$ cat config.mk
export PLATFORM = sky130hd
export DESIGN_NAME = cpu_run_ctrl
export DESIGN_NICKNAME = d
export VERILOG_FILES = /design/src/rtl/cpu_run_ctrl.sv
export SDC_FILE = /design/constraint.sdc
export NUM_CORES = 1
export LEC_CHECK = 0
export ABC_AREA = 1
export ABC_CLOCK_PERIOD_IN_PS = 4300
export CELL_PAD_IN_SITES_DETAIL_PLACEMENT = 1
export CELL_PAD_IN_SITES_GLOBAL_PLACEMENT = 1
export CORE_MARGIN = 2
export CORE_UTILIZATION = 34
export CTS_BUF_LIST = sky130_fd_sc_hd__clkbuf_8
export CTS_CLUSTER_DIAMETER = 50
export CTS_CLUSTER_SIZE = 10
export DETAILED_ROUTE_END_ITERATION = 8
export PLACE_DENSITY_LB_ADDON = 0.1
export SLEW_MARGIN = 5
export SYNTH_ARGS = -nofsm -noshare
export SYNTH_HDL_FRONTEND = slang
export SYNTH_SLANG_ARGS = --single-unit
export TNS_END_PERCENT = 10
$ cat constraint.sdc
create_clock -name clk -period 4.3 [get_ports clk]
set_input_delay 0.86 -clock clk [delete_from_list [all_inputs] [get_ports clk]]
set_output_delay 0.86 -clock clk [all_outputs]
set_load 0.03 [all_outputs]
$ cat src/rtl/cpu_run_ctrl.sv
// cpu_run_ctrl: run/halt/step/load controller for a small CPU.
// Loads program words into the instruction ROM, holds the CPU in reset
// while idle or loading, and gates the CPU clock enable for free-running,
// single-step and breakpoint-halt operation.
module cpu_run_ctrl #(
    parameter int ROM_AW = 15
) (
    input  logic              clk,
    input  logic              reset_n,
    input  logic              cmd_valid,
    output logic              cmd_ready,
    input  logic [1:0]        cmd_op,
    input  logic [ROM_AW-1:0] ld_count,
    input  logic              ld_valid,
    output logic              ld_ready,
    input  logic [15:0]       ld_data,
    output logic              rom_we,
    output logic [ROM_AW-1:0] rom_addr,
    output logic [15:0]       rom_wdata,
    input  logic              bp_en,
    input  logic [ROM_AW-1:0] bp_addr,
    input  logic [ROM_AW-1:0] pc,
    output logic              cpu_reset,
    output logic              cpu_ce,
    output logic [2:0]        state,
    output logic              bp_hit
);

    typedef enum logic [2:0] {
        S_HOLD = 3'd0,
        S_LOAD = 3'd1,
        S_RUN  = 3'd2,
        S_HALT = 3'd3,
        S_STEP = 3'd4
    } state_t;

    localparam logic [1:0] OP_RUN  = 2'b00;
    localparam logic [1:0] OP_HALT = 2'b01;
    localparam logic [1:0] OP_STEP = 2'b10;
    localparam logic [1:0] OP_LOAD = 2'b11;

    state_t              r_state;
    state_t              w_next;
    logic [ROM_AW-1:0]   r_cnt;
    logic [ROM_AW-1:0]   r_len;
    logic                r_skip;
    logic                r_bp_hit;
    logic                r_cpu_reset;
    logic                w_bp_match;
    logic                w_cmd_acc;
    logic                w_word_acc;
    logic                w_last_word;
    logic                w_load_start;
    state_t              w_load_dest;

    // Breakpoint detect, handshakes and combinational outputs
    always_comb begin
        w_bp_match   = 1'b0;
        cmd_ready    = 1'b0;
        ld_ready     = 1'b0;
        cpu_ce       = 1'b0;
        w_bp_match   = (r_state == S_RUN) && bp_en && (pc == bp_addr) && !r_skip;
        cmd_ready    = ((r_state == S_HOLD) || (r_state == S_HALT) || (r_state == S_RUN))
                       && !w_bp_match;
        ld_ready     = (r_state == S_LOAD);
        cpu_ce       = (r_state == S_STEP) || ((r_state == S_RUN) && !w_bp_match);
    end

    assign w_cmd_acc    = cmd_valid && cmd_ready;
    assign w_word_acc   = ld_valid && ld_ready;
    assign w_last_word  = (r_cnt == r_len - ROM_AW'(1));
    assign w_load_start = w_cmd_acc && (cmd_op == OP_LOAD) && (ld_count != '0);
    // A zero-length load is accepted but leaves the CPU parked in HOLD.
    assign w_load_dest  = (ld_count != '0) ? S_LOAD : S_HOLD;

    assign rom_we    = w_word_acc;
    assign rom_addr  = r_cnt;
    assign rom_wdata = ld_data;
    assign state     = r_state;
    assign bp_hit    = r_bp_hit;
    assign cpu_reset = r_cpu_reset;

    // Next-state decode
    always_comb begin
        w_next = r_state;
        unique case (r_state)
            S_HOLD, S_HALT: begin
                if (w_cmd_acc) begin
                    unique case (cmd_op)
                        OP_RUN:  w_next = S_RUN;
                        OP_STEP: w_next = S_STEP;
                        OP_LOAD: w_next = w_load_dest;
                        OP_HALT: w_next = r_state;
                        default: w_next = r_state;
                    endcase
                end
            end
            S_RUN: begin
                // A breakpoint takes priority; any pending command waits for HALT.
                if (w_bp_match) begin
                    w_next = S_HALT;
                end else if (w_cmd_acc) begin
                    if (cmd_op == OP_HALT) begin
                        w_next = S_HALT;
                    end else if (cmd_op == OP_LOAD) begin
                        w_next = w_load_dest;
                    end
                end
            end
            S_LOAD: begin
                if (w_word_acc && w_last_word) begin
                    w_next = S_HOLD;
                end
            end
            S_STEP: begin
                w_next = S_HALT;
            end
            default: begin
                w_next = S_HOLD;
            end
        endcase
    end

    // State, flags and registered CPU reset
    always_ff @(posedge clk or negedge reset_n) begin
        if (!reset_n) begin
            r_state     <= S_HOLD;
            r_skip      <= 1'b0;
            r_bp_hit    <= 1'b0;
            r_cpu_reset <= 1'b1;
        end else begin
            r_state     <= w_next;
            // Resuming from HALT must execute the instruction at the breakpoint.
            r_skip      <= (r_state == S_HALT) && (w_next == S_RUN);
            r_cpu_reset <= (w_next == S_HOLD) || (w_next == S_LOAD);
            if (w_bp_match) begin
                r_bp_hit <= 1'b1;
            end else if (w_cmd_acc) begin
                r_bp_hit <= 1'b0;
            end
        end
    end

    // Load word counter; cleared at load start, load end and reset
    always_ff @(posedge clk or negedge reset_n) begin
        if (!reset_n) begin
            r_cnt <= '0;
        end else if (w_load_start) begin
            r_cnt <= '0;
        end else if (w_word_acc) begin
            r_cnt <= w_last_word ? '0 : r_cnt + ROM_AW'(1);
        end
    end

    // Load length captured when a LOAD command is accepted
    always_ff @(posedge clk) begin
        if (w_load_start) begin
            r_len <= ld_count;
        end
    end

endmodule

==> metrics.csv <==
stage,metric,value,unit
run_status,outcome,"complete, no violations",
critical_path,CP top delay family,buffers and inverters,
cts,CTS Sinks,36,
cts,CTS buffer count,5,
synthesis,Synthesized Nets,489,
cts,Max Buffers Root-to-Sink,2,
place,Post-DP HPWL,6500,um
synthesis,Post-Syn Area,2890,um2
timing,Final Max Slew Viols,0,
timing,fmax,281,MHz
grt,All-Layer GR Usage,17.6,%
floorplan,row count,33,
critical_path,"slowest stage delay, CP",660,ps
layout,Ant. Diodes,0,
route,DRC viols,0,
grt,number of global-route vias before repair,2888,
floorplan,I/O pins,108,
route,routed wire length,7620,um
synthesis,Ys Warns,0,
critical_path,crit path cell chain,clkdlybuf4s50_1 -> inv_1 -> or2_2 -> nand3_1 -> nor2_1 -> nand3_4 -> nand2_1 -> inv_2 -> clkdlybuf4s50_1,
place,placed inst area,3600,um2
critical_path,Critical Path Slowest Stage Cell,clkdlybuf4s50_1,
min_path,Hold WC Path Type,reg -> reg,
flow_run,max_cap viols,0,
synthesis,"EDFF count, synth",15,
critical_path,crit path kind,in -> out,
critical_path,Arrival @ worst endpoint,2700,ps
synthesis,ys flop type,dfrtp_1,
place,Port-buffer cells,75,
timing,Fin. Hold Viols,0,
cts,post-CTS setup buffers,0,
synthesis,cells after synthesis,419,
critical_path,Critical Path End Type,output pin,
grt,global-route wire length before repair,12700,um
critical_path,Worst path most repeated cell,clkdlybuf4s50_1,
timing,fin crit period,3560,ps
route,DR pass1 iterations,4,
power_and_ir_drop,Pleak,1.74,nW
timing,max_slew headroom,37.7,%
grt,largest net degree at the start of global routing,22,
synthesis,Syn Area/Cell,6.89,um2
layout,proportion of layout cells with a drive suffix above 1,6.68,%
floorplan,initial core utilization,35.1,%
power_and_ir_drop,Max IR drop VDD,0.138,mV
layout,P&R area growth vs syn,28.9,%
grt,grt ovf,0,
critical_path,CP max FO,8,
synthesis,Yosys reg bits,36,
layout,fin nets,548,
route,initial drt markers,45,
critical_path,worst path required time,3440,ps
synthesis,Netlist cell types,35,
timing,worst slew pin tran,931,ps
synthesis,ys async rst share,58.3,%
cts,Root Buffer,clkbuf_8,
timing,RSZ-0062 raised after global routing,false,
route,post-route ant nets,0,
cts,hold_buf cts,0,
timing,Final Setup Violations,0,
critical_path,Startpoint Class,primary input,
floorplan,die area,9240,um2
timing,clk_skew,8.92,ps
grt,initial antenna violation count,0,
route,vias,2791,
cts,Resized Gates After CTS,0,
synthesis,sequential element share of the synthesized area,33.9,%
layout,design area,3720,um2
cts,H-tree Lvls,2,
critical_path,CP bufs+invs,4,
floorplan,core area,8220,um2
place,routability cong.,0.792,
route,WL/cell,13.1,um
timing,final setup TNS,0,ps
power_and_ir_drop,P per Cell Area,340,nW/um2
floorplan,die height,96.1,um
cts,later-pin clock latency in the skew report,290,ps
timing,fin crit share,82.8,%
cts,"Reg clk slew, reported paths",70,ps
floorplan,die width,96.1,um
cts,CTS tree,built,
route,via/cell ratio,4.78,
==> routing by layer <==
metal	track usage [%]	up-vias	wire, um
li1	-	1417	-
met1	19.2	1296	3170
met2	32.7	65	3920
met3	4.15	13	383
met4	6.67	0	154
met5	0	-	0
==> path summary, 6_finish.rpt <==
| path | from | end | slack (ps) | depth (start not counted) |
|---|---|---|---|---|
| max | pc[7] | cmd_ready | 740 | 9 |
| min | bp_hit | bp_hit | 590 | 4 |
| max reg2reg | r_len[0] | rom_addr[2] | 1960 | 15 |
| min reg2reg | bp_hit | bp_hit | 590 | 4 |
| max in group asynchronous | reset_n | bp_hit | 2640 | 1 |
| min in group asynchronous | reset_n | rom_addr[5] | 1090 | 1 |
==> registers in the layout, summed over array words and instances, names as in the netlist <==
register	count
bp_hit	1
cpu_reset	1
r_len	15
r_skip	1
rom_addr	15
state	3
==> cell families after synthesis <==
family          after synthesis  synth area share, %
flops                        36                 33.9
compound gates               15                 3.21
xor+xnor                     29                 8.80
buf+inv                      83                 13.5
simple gates                254                 39.8
fa+ha+maj                     2                0.867
==> stage by stage <==
step	total power [mW]	hold slack [ps]	setup WS, ps	utilization [%]	cells
floorplan	0.798	564	1600	-	419
global route	1.35	663	613	45.3	584
CTS	1.29	613	714	45.3	584
finish	1.27	594	739	45.3	584
detailed placement	0.976	585	720	43.9	576
global placement	0.963	581	743	43.9	576
==> cells in the mapped netlist (8+ instances only) <==
| cell | n | share of area [%] |
|---|---|---|
| xnor2_1 | 16 | 4.9 |
| dfrtp_1 | 20 | 17 |
| edfxtp_1 | 15 | 16 |
| xor2_1 | 13 | 3.9 |
| inv_1 | 50 | 6.5 |
| buf_4 | 16 | 4.2 |
| inv_2 | 9 | 1.2 |
| nor2_1 | 53 | 6.9 |
| nand2_1 | 131 | 17 |
| nand3_1 | 22 | 3.8 |
| nand4_1 | 19 | 4.1 |
| nor3_1 | 8 | 1.4 |
==> cells in the final DEF, fill, tap and decap left out, drive strengths merged <==
master | synthesis | routed
dfrtp | 20 | 20
edfxtp | 15 | 15
clkdlybuf4s50 | 0 | 75
xor2 | 13 | 13
nor2 | 57 | 57
clkbuf | 3 | 6
bufinv | 0 | 1
nand2 | 133 | 133
and2 | 2 | 2
nor3 | 8 | 8
o21bai | 4 | 4
xnor2 | 16 | 16
o21ai | 3 | 3
a21oi | 6 | 6
dfstp | 1 | 1
or2 | 3 | 3
nand3b | 4 | 4
a21boi | 1 | 1
clkinv | 1 | 2
a31oi | 1 | 1
ha | 2 | 2
nand4 | 20 | 20
inv | 59 | 59
nand3 | 27 | 27
==> where the power goes <==
part	switching, mW	internal, mW
combinational	0.301	0.203
clock	0.120	0.187
sequential	0.0584	0.397
==> worst min-delay path, cell delays in order (launching register included) <==
cell and delay (ps):
dfrtp_1 370, inv_1 50, nand2_1 60, nand2_1 50
inv_1 40
==> area by class of cell <==
cell class                      count  area [um2]
Multi-Input combinational cell    300        1520
Tap cell                          105         131
Clock buffer                        6        82.6
Inverter                           60         225
Clock inverter                      2        33.8
Timing Repair Buffer               75         751
Sequential cell                    36         977
Fill cell                        1041        4500
No activity file was read; power rests on OpenSTA's default activity.
